$ cat src/rtl/gpu_fetch_unit.sv
// Instruction fetch unit: sequential fetch from a 1-cycle-latency memory into a small FIFO, stops on a zero (HALT) word.
// Optional GPU_FETCH_PERF_CNT_EN adds a saturating stall_cycles counter output.
module gpu_fetch_unit #(
  parameter int PC_WIDTH    = 8,
  parameter int INSTR_WIDTH = 32,
  parameter int FIFO_DEPTH  = 2
) (
  input  logic                   clk,
  input  logic                   reset,
  input  logic                   start,
  input  logic [PC_WIDTH-1:0]    start_pc,
  output logic                   imem_en,
  output logic [PC_WIDTH-1:0]    imem_addr,
  input  logic [INSTR_WIDTH-1:0] imem_rdata,
  output logic                   out_valid,
  input  logic                   out_ready,
  output logic [INSTR_WIDTH-1:0] out_instr,
  output logic [PC_WIDTH-1:0]    out_pc,
  input  logic                   redirect_valid,
  input  logic [PC_WIDTH-1:0]    redirect_pc,
  output logic                   busy,
  output logic                   done
`ifdef GPU_FETCH_PERF_CNT_EN
  ,
  output logic [15:0]            stall_cycles
`endif
);

  localparam int AW = $clog2(FIFO_DEPTH);
  localparam int CW = AW + 1;
  localparam logic [CW:0] DEPTH_O = (CW+1)'(FIFO_DEPTH);

  typedef enum logic [1:0] {S_IDLE, S_FETCH, S_DRAIN, S_DONE} state_t;

  state_t              state_q, state_d;
  logic [PC_WIDTH-1:0] pc_q, pc_d;
  logic [PC_WIDTH-1:0] rsp_pc_q, rsp_pc_d;
  logic                inflight_q, inflight_d;
  logic [AW-1:0]       rd_ptr_q, rd_ptr_d;
  logic [AW-1:0]       wr_ptr_q, wr_ptr_d;
  logic [CW-1:0]       count_q, count_d;

  logic [INSTR_WIDTH-1:0] instr_mem [FIFO_DEPTH];
  logic [PC_WIDTH-1:0]    pc_mem    [FIFO_DEPTH];

  logic          pop, pop_en, push, issue, flush, start_acc, rsp_halt;
  logic [CW:0]   occ;
  logic [CW-1:0] cnt_after_pop;

  always_comb begin
    pop           = (count_q != '0) && out_ready;
    rsp_halt      = inflight_q && (imem_rdata == '0);
    start_acc     = start && ((state_q == S_IDLE) || (state_q == S_DONE));
    // Entries leaving this cycle free a slot, so a draining decode keeps one fetch per cycle.
    occ           = {1'b0, count_q} + {{CW{1'b0}}, inflight_q} - {{CW{1'b0}}, pop};
    cnt_after_pop = count_q - CW'(pop);

    state_d    = state_q;
    pc_d       = pc_q;
    rsp_pc_d   = rsp_pc_q;
    inflight_d = inflight_q;
    rd_ptr_d   = rd_ptr_q;
    wr_ptr_d   = wr_ptr_q;
    count_d    = count_q;
    pop_en     = 1'b0;
    push       = 1'b0;
    issue      = 1'b0;
    flush      = 1'b0;

    case (state_q)
      S_IDLE, S_DONE: begin
        if (start_acc) begin
          state_d = S_FETCH;
          pc_d    = start_pc;
          flush   = 1'b1;
        end
      end
      S_FETCH: begin
        if (redirect_valid) begin
          state_d = S_FETCH;
          pc_d    = redirect_pc;
          flush   = 1'b1;
        end else begin
          push   = inflight_q && !rsp_halt;
          pop_en = pop;
          if (!rsp_halt && (occ < DEPTH_O)) begin
            issue    = 1'b1;
            pc_d     = pc_q + PC_WIDTH'(1);
            rsp_pc_d = pc_q;
          end
          inflight_d = issue;
          if (rsp_halt) begin
            state_d = (cnt_after_pop == '0) ? S_DONE : S_DRAIN;
          end
        end
      end
      S_DRAIN: begin
        if (redirect_valid) begin
          state_d = S_FETCH;
          pc_d    = redirect_pc;
          flush   = 1'b1;
        end else begin
          pop_en = pop;
          if (cnt_after_pop == '0) begin
            state_d = S_DONE;
          end
        end
      end
      default: state_d = S_IDLE;
    endcase

    if (flush) begin
      rd_ptr_d   = '0;
      wr_ptr_d   = '0;
      count_d    = '0;
      inflight_d = 1'b0;
    end else begin
      if (push) begin
        wr_ptr_d = wr_ptr_q + AW'(1);
      end
      if (pop_en) begin
        rd_ptr_d = rd_ptr_q + AW'(1);
      end
      count_d = count_q + CW'(push) - CW'(pop_en);
    end
  end

  always_ff @(posedge clk or posedge reset) begin
    if (reset) begin
      state_q    <= S_IDLE;
      pc_q       <= '0;
      rsp_pc_q   <= '0;
      inflight_q <= 1'b0;
      rd_ptr_q   <= '0;
      wr_ptr_q   <= '0;
      count_q    <= '0;
    end else begin
      state_q    <= state_d;
      pc_q       <= pc_d;
      rsp_pc_q   <= rsp_pc_d;
      inflight_q <= inflight_d;
      rd_ptr_q   <= rd_ptr_d;
      wr_ptr_q   <= wr_ptr_d;
      count_q    <= count_d;
    end
  end

  // Storage needs no reset: the head is only exposed while count_q is non-zero.
  always_ff @(posedge clk) begin
    if (push) begin
      instr_mem[wr_ptr_q] <= imem_rdata;
      pc_mem[wr_ptr_q]    <= rsp_pc_q;
    end
  end

  assign imem_en   = issue;
  assign imem_addr = pc_q;
  assign out_valid = (count_q != '0);
  assign out_instr = out_valid ? instr_mem[rd_ptr_q] : '0;
  assign out_pc    = out_valid ? pc_mem[rd_ptr_q] : '0;
  assign busy      = (state_q == S_FETCH) || (state_q == S_DRAIN);
  assign done      = (state_q == S_DONE);

`ifdef GPU_FETCH_PERF_CNT_EN
  logic [15:0] stall_q, stall_d;

  always_comb begin
    stall_d = stall_q;
    if (start_acc) begin
      stall_d = '0;
    end else if (out_valid && !out_ready && (stall_q != 16'hFFFF)) begin
      stall_d = stall_q + 16'd1;
    end
  end

  always_ff @(posedge clk or posedge reset) begin
    if (reset) begin
      stall_q <= '0;
    end else begin
      stall_q <= stall_d;
    end
  end

  assign stall_cycles = stall_q;
`endif

endmodule

$ cat config.mk
export PLATFORM = sky130hd
export DESIGN_NAME = gpu_fetch_unit
export DESIGN_NICKNAME = d
export VERILOG_FILES = /design/src/rtl/gpu_fetch_unit.sv
export SDC_FILE = /design/constraint.sdc
export NUM_CORES = 1
export LEC_CHECK = 0
export ABC_CLOCK_PERIOD_IN_PS = 7450
export CAP_MARGIN = 20
export CORE_AREA = 2 2 96 98
export CTS_CLUSTER_SIZE = 40
export DETAILED_ROUTE_END_ITERATION = 8
export DIE_AREA = 0 0 98 100
export HOLD_SLACK_MARGIN = 0.03
export PLACE_DENSITY_LB_ADDON = 0.3
export SLEW_MARGIN = 30
export SYNTH_ARGS = -nofsm -noshare
export SYNTH_HDL_FRONTEND = slang
export SYNTH_SLANG_ARGS = --single-unit
$ cat constraint.sdc
create_clock -name clk -period 7.45 [get_ports clk]
set_input_delay 1.1175 -clock clk [delete_from_list [all_inputs] [get_ports clk]]
set_output_delay 1.1175 -clock clk [all_outputs]
set_load 0.05 [all_outputs]
# Word-level counts from Yosys, hierarchy flattened
# Memories as Yosys holds them, arrays and structs flattened.
# Cells that the tools add are included.
[classes]
order_cmp = 1
shifts = 0
muxes = 34
add_sub_neg = 8
n_eq_ne = 9
div_mod_pow = 0
n_reduce_logical = 21
n_bitwise = 1
multipliers = 0
[op_table]
columns = ["cell", "count"]
rows = [
  ["two-way mux 8 bit", 5],
  ["logical NOT 32 bit", 1],
  ["two-way mux 32 bit", 1],
  ["case mux 8 bit (3 select lines)", 1],
  ["two-way mux 1 bit", 19],
  ["two-way mux 2 bit", 6],
  ["!= test 3 bit (second input constant)", 3],
  ["AND reduction 3 bit", 3],
  ["adder 8 x 1 -> 8 bit (second input constant)", 1],
  ["nonzero test 2 bit", 4],
  ["case mux 2 bit (3 select lines)", 1],
  ["logical AND 1 bit", 5],
  ["== test 2 bit (second input constant)", 2],
  ["logical NOT 2 bit", 2],
  ["!= test 2 bit (second input constant)", 2],
  ["OR reduction 2 bit", 2],
  ["subtractor 2 x 1 -> 2 bit", 2],
  ["adder 2 x 1 -> 3 bit", 1],
  ["< comparator 3 x 2 -> 1 bit (second input constant)", 1],
  ["subtractor 3 x 1 -> 3 bit", 1],
  ["adder 1 bit (second input constant)", 2],
  ["adder 2 x 1 -> 2 bit", 1],
  ["== test 2 x 1 -> 1 bit (second input constant)", 1],
  ["logical OR 1 bit", 2],
  ["other kinds (5)", 5],
]
[totals]
ramBits = 80
input_bits = 53
reg_bits = 23
n_memories = 2
mem_bits_ro = 0
elab_cells = 83
latch_bits = 0
output_inout_bits = 52
[mem_list]
columns = ["name", "words", "width", "rd", "rd_clocked_by_memory_dff", "write_ports", "line", "source"]
rows = [
  ["instr_mem", 2, 32, 1, 0, 1, "43", "logic [INSTR_WIDTH-1:0] instr_mem [FIFO_DEPTH];"],
  ["pc_mem", 2, 8, 1, 0, 1, "44", "logic [PC_WIDTH-1:0] pc_mem [FIFO_DEPTH];"],
]

# Depth between registers and ports, before layout
# Gate-level depths: netlist (run 1).
[depth]
word_depth = 9
depth_mapped = 11
depth_no_buf = 10

# Least setup slack after synthesis (run 1)
# No wires, ideal clock.
[synth_path]
path_type = "input port to output port"
from = "in out_ready"
to = "out imem_en"
cell_stages = 9
setup_slack_ns = 3.481
required_time_ns = 6.332
path_buffers = 1
t_arrival_ns = 2.852
path_cell_list = "nand2_1 > nor2_1 > o21ai_0 > fa_1 > xnor2_1 > nand2_1 > or3_1 > buf_6 > inv_1"
[synth_via]
elab_chain_len = 7
[synth_rtl]
columns = ["item", "line", "source"]
rows = [
  ["from (decl)", "16", "input logic out_ready,"],
  ["logical AND 1 bit", "51", "pop = (count_q != '0) && out_ready;"],
  ["subtractor 3 x 1 -> 3 bit", "55", "occ = {1'b0, count_q} + {{CW{1'b0}}, inflight_q} - {{CW{1'b0}}, pop};"],
  ["< comparator 3 x 2 -> 1 bit", "86", "if (!rsp_halt && (occ < DEPTH_O)) begin"],
  ["logical AND 1 bit", "86", ""],
  ["two-way mux 1 bit", "86", ""],
  ["two-way mux 1 bit", "79", "if (redirect_valid) begin"],
  ["two-way mux 1 bit", "70", "case (state_q)"],
  ["to (decl)", "12", "output logic imem_en,"],
]
# Every way passes these cells.

# Worst setup path after layout (run 1)
# Ends and elaborated chain as after synthesis.

==> results_dict.tcl, run 1 <==
set metrics [dict create \
    rows 35 \
    fillers 634 \
    cts.path.max_buffers 2 \
    pin_count 105 \
    grt_max_degree 42 \
    synth_cell_type_count 45 \
    n_antenna_cell 0 \
    crit_arrival_ns 4.28 \
    outcome "finished, final reports clean" \
    vias 3036 \
    cts_tree "yes" \
    crit_family "buffers and inverters" \
    multi_input_area_sq_um 1580 \
    cts.sinks 103 \
    layout-drive-gt1-share_pct 10.8 \
    drt_iter0_drc 121 \
    fp.dieH_um 100 \
    syn_area_sq_um 4660 \
    ys_seq_area_share_pct 64.0 \
    r2r_slack_ns 4.74 \
    grt_setup_unrepaired "no" \
    grt_first_pass_wirelength_um 15000 \
    cp.required_ns 6.33 \
    rr_worst_depth 8 \
    vias_per_cell 5.46 \
    timing.slew.headroom_pct 45.4 \
    syn_avg_cell_area_sq_um 13.9 \
    drt-total-wl_um 9440 \
    fin_worst_skew_ns 0.0128 \
    p_leak_nw 2.18 \
    clk_latency_ns 0.36 \
    syn_inst 335 \
    synthFlopType "edfxtp_1" \
    cts_htree_levels 3 \
    area_growth_pct 31.3 \
    ff_latch_area_sq_um 2980 \
    antenna_found_initial 0 \
    holdPathEnd "pc_mem[0][7]$_DFFE_PP_" \
    gp_congestion 0.872 \
    tightest_slew_ns 0.814 \
    path_cells "clkdlybuf4s50_1 -> nand2_1 -> nor2_1 -> o21ai_0 -> fa_1 -> xnor2_1 -> nand2_1 -> or3_1 -> inv_1 -> clkdlybuf4s50_1" \
    start_kind "input port" \
    r2r-start "count_q[1]$_DFF_PP0_" \
    r2r_end "rsp_pc_q[4]$_DFFE_PP0P_" \
    endpoint_kind "primary output" \
    power.total_mw 2.42 \
    hold_path_startpoint "rsp_pc_q[7]$_DFFE_PP0P_" \
    path_clk_slew_ns 0.09 \
    ys_ff_latch 103 \
    peakVddDrop_mv 0.287 \
    dp.cells 539 \
    synth_fp_nets 395 \
    hold_depth 0 \
    async_flop_share_pct 22.3 \
    postCtsHoldBufs 0 \
    max_freq_ghz 0.185 \
    grt_overflow 0 \
    cts_root_buf "clkbuf_8" \
    final_area_sq_um 6110 \
    worst_path_largest_cell_delay_ns 0.84 \
    portBuffers 104 \
    dpl_cell_area_sq_um 5880 \
    hold_violations 0 \
    first_pass_iters 4 \
    pre_cts_ws_ns 2.09 \
    path_max_fanout 10 \
    finalCritPeriodShare_pct 72.5 \
    fin_util_pct 68.8 \
    crit_type "in -> out" \
    maxCapViolations 0 \
    detail-route-antenna-nets 0 \
    grt_usage_pct 19.6 \
    synth-edff-count 80 \
    finalNonFillerCells 556 \
    post-cts-setup-buffers 0 \
    core_area_sq_um 8890 \
    nNetsFinal 500 \
    wl_per_cell_um 17.0 \
    dp_hpwl_um 6670 \
    hold_path_class "reg -> reg" \
    fin_setup_tns_ns 0 \
    grt_pass1_vias 2988 \
    worst_slack_ns 2.05 \
    numCtsBuffers 9 \
    crit_buf_inv 3 \
    drc 0 \
    start_util_pct 52.4 \
    die_area_sq_um 9800 \
    die_w_um 98 \
    period_minus_slack_ns 5.40 \
    crit_slowest_cell "clkdlybuf4s50_1" \
    hold-worst-slack_ns 0.488 \
    power_density_nw_per_um2 396 \
    yosysWarnings 0 \
    setup_viol 0 \
    finalMaxSlewViolations 0 \
    cts_resized 0 \
]
[cell type report]
| type | count | share of cell area (%) |
|---|---|---|
| Clock inverter | 4 | 0.491 |
| Inverter | 13 | 0.798 |
| Sequential cell | 103 | 48.7 |
| Timing Repair Buffer | 109 | 18.9 |
| Tap cell | 111 | 2.27 |
| Clock buffer | 12 | 2.91 |
| Multi-Input combinational cell | 204 | 25.9 |
[synthesized netlist by cell type (2+ instances only)]
library cell  count  share of area (%)
o211ai_1          4               0.65
xnor2_1           3               0.56
dfrtp_1          23                 12
nand2_1          16                1.3
a21oi_1           5               0.54
xor2_1            4               0.75
buf_2             5               0.54
o21a_1            3               0.48
nand2b_1          3               0.40
o311a_1           2               0.43
nor4_4            2               0.91
nor4_2            3               0.81
nor2_1           47                3.8
a22oi_1           3               0.48
mux2_4           13                4.2
edfxtp_1         80                 52
a21boi_0          2               0.32
ha_1              6                1.6
nor3_1            2               0.22
inv_1            13                1.0
nor4_1            6               0.81
mux2i_1          44                9.5
nand4_2           2               0.54
o22ai_1           2               0.27
o21ai_0           9               0.97
nand3_1           5               0.54
and4_1            2               0.38
clkbuf_1          9               0.73
[per-layer routing]
layer | part of all wire, % | up-vias | global-route usage (%)
met1 | 43 | 1476 | 24.9
met5 | 0 | - | 0
met4 | 1.2 | 0 | 7.69
li1 | - | 1445 | -
met3 | 5.2 | 10 | 3.41
met2 | 51 | 105 | 33.8
[layout by cell type, fill, tap and decap left out, types with 3 or more instances in the layout]
master | netlist | routed
o21a_1 | 3 | 3
mux2i_1 | 44 | 44
nand3_1 | 5 | 5
nand2_1 | 16 | 16
nor2_4 | 0 | 3
nor4_2 | 3 | 3
ha_1 | 6 | 6
inv_1 | 13 | 12
nor4_1 | 6 | 6
nand2b_1 | 3 | 3
a22oi_1 | 3 | 3
o211ai_1 | 4 | 4
a21oi_1 | 5 | 5
clkdlybuf4s50_1 | 0 | 104
clkbuf_8 | 0 | 9
nor2_1 | 47 | 44
buf_16 | 0 | 4
mux2_4 | 13 | 13
dfrtp_1 | 23 | 22
o21ai_0 | 9 | 9
edfxtp_1 | 80 | 80
xor2_1 | 4 | 4
xnor2_1 | 3 | 3
[how the worst max path moves through the flow]
stage | startpoint | to | slack [ns] | cells after the start
2_1_floorplan | out_ready | imem_en | 3.48 | 9
3_3_place_gp | out_ready | imem_en | 2.23 | 10
3_5_place_dp | out_ready | imem_en | 2.09 | 10
4_1_cts | out_ready | imem_en | 2.05 | 10
5_1_grt | out_ready | imem_en | 1.94 | 10
6_report | out_ready | imem_en | 2.05 | 10
[state kept, by name (all words and copies together), names as in the netlist]
| register | cells |
|---|---|
| pc_mem | 16 |
| imem_addr | 8 |
| rsp_pc_q | 8 |
| state_q | 2 |
| inflight_q | 1 |
| wr_ptr_q | 1 |
| instr_mem | 64 |
| count_q | 2 |
| rd_ptr_q | 1 |
[where the power goes]
group          leakage, nW  switching (mW)  internal [mW]
Clock                0.104           0.188          0.164
Sequential            1.01          0.0898          0.727
Combinational         1.07           0.761          0.490
Total                 2.18            1.04           1.38
[logic make-up after synthesis]
family	synth area share [%]
DFF	64.0
and+or+nand+nor	10.9
muxes	13.9
AOI/OAI and AO/OA	5.35
buffers and inverters	2.55
xor gates and xnor gates	1.32
adders and majority gates	2.04
Note: power is estimated with default switching activity, not from simulation.
==> run 2, diff against run 1 <==
- ABC_CLOCK_PERIOD_IN_PS: 7450 -> 4950
- CORE_AREA: 2 2 96 98 -> 2 2 105 107
- DIE_AREA: 0 0 98 100 -> 0 0 107 109
- clock period: 7.45 -> 4.95 ns (I/O delays scaled with it)
==> run 2 against run 1 <==
  * Hold slack better by 0.00054 ns
  * Cell count up 5.4%
  * Non-clock buffer count up 1
  * Global-route usage down 2.7 points
  * Via count down 0.43%
  * Sequential share of layout area up 0.11 points
  * Die area up 19%
  * Wire length about the same
  * Count of clock-buffer cells in the layout down 1
  * Flip-flop and latch count unchanged
  * Critical endpoint unchanged
==> results_dict.tcl, run 2 (same netlist as run 1, synthesis figures left out) <==
set metrics [dict create \
    cts.path.max_buffers 2 \
    rows 38 \
    core_area_sq_um 10600 \
    crit_arrival_ns 3.50 \
    gp_congestion 0.848 \
    max_freq_ghz 0.236 \
    start_kind "input port" \
    fin_worst_skew_ns 0.0131 \
    cp.required_ns 4.21 \
    numCtsBuffers 9 \
    period_minus_slack_ns 4.24 \
    outcome "finished, final reports clean" \
    drt-total-wl_um 9450 \
    grt_usage_pct 16.9 \
    drc 0 \
    crit_buf_inv 3 \
    grt_pass1_vias 3019 \
    cts_htree_levels 3 \
    post-cts-setup-buffers 0 \
    path_max_fanout 3 \
    largest_register_ffs 64 \
    hold_path_class "reg -> reg" \
    hold_violations 0 \
    fp.dieH_um 109 \
    timing.slew.headroom_pct 44.1 \
    drt_iter0_drc 165 \
    crit_slowest_cell "clkdlybuf4s50_1" \
    path_clk_slew_ns 0.10 \
    start_util_pct 43.9 \
    pin_count 105 \
    die_w_um 107 \
    vias_per_cell 5.16 \
    postCtsHoldBufs 0 \
    power.total_mw 3.62 \
    dp_hpwl_um 6700 \
    vias 3023 \
    r2r_slack_ns 2.02 \
    area_growth_pct 31.0 \
    cts.sinks 103 \
    cts_tree "yes" \
    antenna_found_initial 0 \
    worst_path_largest_cell_delay_ns 0.79 \
    crit_type "in -> out" \
    p_leak_nw 2.18 \
    grt_setup_unrepaired "no" \
    setup_viol 0 \
    finalCritPeriodShare_pct 85.7 \
    top_register "instr_mem" \
    peakVddDrop_mv 0.444 \
    cts_root_buf "clkbuf_8" \
    portBuffers 104 \
    grt_overflow 0 \
    n_antenna_cell 0 \
    first_pass_iters 4 \
    power_density_nw_per_um2 594 \
    crit_family "buffers and inverters" \
    fillers 865 \
    finalMaxSlewViolations 0 \
    grt_max_degree 42 \
    wl_per_cell_um 16.1 \
    grt_first_pass_wirelength_um 15200 \
    top_regs "instr_mem (64), pc_mem (16)" \
    die_area_sq_um 11700 \
    maxCapViolations 0 \
    cts_resized 0 \
    tightest_slew_ns 0.833 \
    endpoint_kind "primary output" \
    clk_latency_ns 0.36 \
    path_cells "clkdlybuf4s50_1 -> nand2_1 -> nor2_1 -> o21ai_0 -> fa_1 -> xnor2_1 -> nand2_1 -> or3_1 -> inv_1 -> clkdlybuf4s50_1" \
    final_cell_mix "104 x clkdlybuf4s50_1, 80 x edfxtp_1, 44 x mux2i_1, 44 x nor2_1, 22 x dfrtp_1" \
    detail-route-antenna-nets 0 \
    fin_setup_tns_ns 0 \
    layout-drive-gt1-share_pct 11.2 \
    nNetsFinal 501 \
    final_common_cell "clkdlybuf4s50_1" \
]
[run 2: area by class of cell]
type | instances | area (sq um) | share of cell area [%]
Clock buffer | 11 | 174 | 2.85
Sequential cell | 103 | 2980 | 48.8
Clock inverter | 5 | 36.3 | 0.595
Inverter | 13 | 48.8 | 0.800
Timing Repair Buffer | 110 | 1110 | 18.1
Tap cell | 140 | 175 | 2.87
Multi-Input combinational cell | 204 | 1580 | 25.9
[run 2: power breakdown]
part / switching, mW / leakage (nW) / internal [mW] / total (mW)
logic: 1.14 / 1.06 / 0.728 / 1.87
clock network: 0.281 / 0.110 / 0.246 / 0.527
registers: 0.130 / 1.01 / 1.10 / 1.23
[run 2: per-stage QoR]
step	utilization (%)	hold WS [ns]	instance area, sq um	std cells	setup slack [ns]
6_report	57.5	0.488	6100	586	0.708
3_3_place_gp	55.3	0.455	5860	569	0.707
5_1_grt	57.5	0.515	6100	586	0.530
4_1_cts	57.3	0.489	6070	585	0.686
2_1_floorplan	-	0.442	4660	335	1.58
3_5_place_dp	55.3	0.464	5860	569	0.686
[run 2: path summary, 6_finish.rpt]
check                                         from                        end  cells past startpoint
setup / recovery                         out_ready                    imem_en                     10
hold / removal             rsp_pc_q[2]$_DFFE_PP0P_     pc_mem[1][2]$_DFFE_PP_                      0
max in group asynchronous                    reset       rd_ptr_q$_DFFE_PP0P_                      2
hold reg to reg            rsp_pc_q[2]$_DFFE_PP0P_     pc_mem[1][2]$_DFFE_PP_                      0
min in group asynchronous                    reset       count_q[1]$_DFF_PP0_                      2
setup reg to reg            state_q[1]$_DFFE_PP0P_  instr_mem[0][7]$_DFFE_PP_                      6
[run 2: routing by layer]
layer	GRT usage, %	part of all wire (%)	vias to the layer above
met5	0	0	-
met4	7.42	1.8	0
met3	2.99	5.5	10
met2	28.6	48	85
met1	21.6	45	1485
li1	-	-	1443
==> run 3, diff against run 2 <==
- CORE_AREA: 2 2 105 107 -> 2 2 111 113
- CTS_CLUSTER_SIZE: 40 -> 12
- DIE_AREA: 0 0 107 109 -> 0 0 113 115
==> run 3 against run 2 <==
  * The flow now finishes with violations (DRC)
  * Non-clock buffer count up 1
  * Via count down 0.86%
  * Flip-flop and latch count unchanged
  * Critical path depth unchanged
  * Core utilization down 5.0 points
  * Sequential power about the same
  * Worst setup slack worse by 0.040 ns
  * Critical path type unchanged
  * Total power up 4.9%
  * Highest routed layer unchanged
  * Combinational power about the same
  * Hold slack worse by 0.0097 ns
==> results_dict.tcl, run 3 (same netlist as run 1, synthesis figures left out) <==
set metrics [dict create \
    outcome "complete, but fails checks" \
    violations "DRC" \
    endpoint_kind "primary output" \
    drt-total-wl_um 9560 \
    route.met3.wl_um 657 \
    drc 11 \
    final_cell_mix "104 x clkdlybuf4s50_1, 80 x edfxtp_1, 44 x mux2i_1, 44 x nor2_1, 22 x dfrtp_1" \
    power_frac_seq_pct 32.8 \
    final_area_sq_um 6200 \
    crit_type "in -> out" \
    n_antenna_cell 0 \
    dr.max_layer_used "met4" \
    post-cts-setup-buffers 0 \
    path_cells "clkdlybuf4s50_1 -> nand2_1 -> nor2_1 -> o21ai_0 -> fa_1 -> xnor2_1 -> nand2_1 -> or3_1 -> inv_1 -> clkdlybuf4s50_1" \
    path_clk_slew_ns 0.07 \
    power_density_nw_per_um2 613 \
    cts.sinks 103 \
    fin_setup_tns_ns 0 \
    wl_per_cell_um 16.1 \
    hold_violations 0 \
    clk_latency_ns 0.34 \
    numCtsBuffers 9 \
    core_area_sq_um 11800 \
    crit_family "buffers and inverters" \
    crit_slowest_cell "clkdlybuf4s50_1" \
    start_util_pct 39.4 \
    r2r-start "state_q[1]$_DFFE_PP0P_" \
    dp_hpwl_um 6790 \
    path_max_fanout 3 \
    fp.dieH_um 115 \
    power.internal_mw 2.22 \
    fin_worst_skew_ns 0.0105 \
    pwr-share-comb_pct 48.8 \
    drt_iter0_drc 168 \
    finalNonFillerCells 594 \
    postCtsHoldBufs 0 \
    top_regs "instr_mem (64), pc_mem (16)" \
    switching_share_pct 41.6 \
    cts.path.max_buffers 2 \
    final_common_cell "clkdlybuf4s50_1" \
    cts_tree "yes" \
    cp.required_ns 4.21 \
    dp.cells 577 \
    grt_usage_pct 15.4 \
    tightest_slew_ns 0.890 \
    wl_met2_um 4590 \
    pin_count 105 \
    hold_path_startpoint "rsp_pc_q[0]$_DFFE_PP0P_" \
    p_clk_share_pct 18.4 \
    grt_setup_unrepaired "no" \
    p_leak_nw 2.22 \
    layout-drive-gt1-share_pct 11.4 \
    first_pass_iters 7 \
    holdPathEnd "pc_mem[0][0]$_DFFE_PP_" \
    gp_congestion 0.868 \
    maxCapViolations 0 \
    largest_register_ffs 64 \
    peakVddDrop_mv 0.344 \
    start_kind "input port" \
    period_minus_slack_ns 4.28 \
    path_depth 10 \
    dpl_cell_area_sq_um 5880 \
    grt_pass1_vias 3125 \
    p_switching_mw 1.58 \
    finalMaxSlewViolations 0 \
    hold_depth 0 \
    top_register "instr_mem" \
    area_growth_pct 33.2 \
    die_w_um 113 \
    detail-route-antenna-nets 0 \
    grt_first_pass_wirelength_um 15600 \
    worst_path_largest_cell_delay_ns 0.80 \
    r2r_end "instr_mem[1][4]$_DFFE_PP_" \
    cts_htree_levels 3 \
    crit_arrival_ns 3.54 \
    crit_buf_inv 3 \
    finalCritPeriodShare_pct 86.5 \
    vias_per_cell 5.05 \
    cts_resized 0 \
    hold_path_class "reg -> reg" \
    grt_max_degree 42 \
    timing.slew.headroom_pct 40.7 \
    vias 2997 \
    r2r_slack_ns 2.13 \
    rows 40 \
    hold-worst-slack_ns 0.478 \
    rr_worst_depth 6 \
    antenna_found_initial 0 \
    cts_root_buf "clkbuf_16" \
    die_area_sq_um 13000 \
    portBuffers 104 \
    nNetsFinal 502 \
    setup_viol 0 \
    max_freq_ghz 0.234 \
    grt_overflow 0 \
    wl_met1_um 4160 \
]
==> run 3: cell types whose count changed in the layout (fill, tap and decap cells not counted) <==
cell       delta
clkbuf_8      -9
inv_6         +2
clkbuf_16     +7
buf_4         +1
inv_2         +1
bufinv_16     +1
clkinv_4      -2
==> run 3: power by group through the flow <==
stage / logic [mW] / registers [mW] / clock network (mW)
5_1_grt: 1.97 / 1.27 / 0.756
6_report: 1.85 / 1.25 / 0.699
3_3_place_gp: 1.81 / 1.26 / 0
3_5_place_dp: 1.83 / 1.26 / 0
2_1_floorplan: 1.24 / 1.30 / 0
4_1_cts: 1.84 / 1.25 / 0.718
==> run 3: through the flow <==
stage | total power, mW | setup WS [ns] | util [%]
6_report | 3.80 | 0.668 | 52.5
5_1_grt | 4.00 | 0.479 | 52.5
4_1_cts | 3.80 | 0.676 | 52.3
3_5_place_dp | 3.09 | 0.688 | 49.8
3_3_place_gp | 3.07 | 0.783 | 49.8
2_1_floorplan | 2.54 | 1.58 | -
==> run 3: worst max-delay path by stage <==
| stage | start | slack [ns] | end |
|---|---|---|---|
| after floorplan | redirect_valid | 1.58 | instr_mem[0][0]$_DFFE_PP_ |
| after global placement | out_ready | 0.78 | imem_en |
| after detailed placement | out_ready | 0.69 | imem_en |
| after CTS | out_ready | 0.68 | imem_en |
| after global routing | out_ready | 0.48 | imem_en |
| final | out_ready | 0.67 | imem_en |
==> run 3: cell type report <==
class | instances | area, sq um
Clock buffer | 9 | 225
Fill cell | 1021 | 5610
Timing Repair Buffer | 111 | 1110
Inverter | 13 | 48.8
Clock inverter | 7 | 70.1
Multi-Input combinational cell | 204 | 1580
Tap cell | 147 | 184
Sequential cell | 103 | 2980
==> run 3: metal layers <==
layer | up-vias | global-route usage (%)
li1 | 1452 | -
met2 | 95 | 25.7
met1 | 1435 | 19.7
met5 | - | 0
met4 | 0 | 5.61
met3 | 15 | 3.74
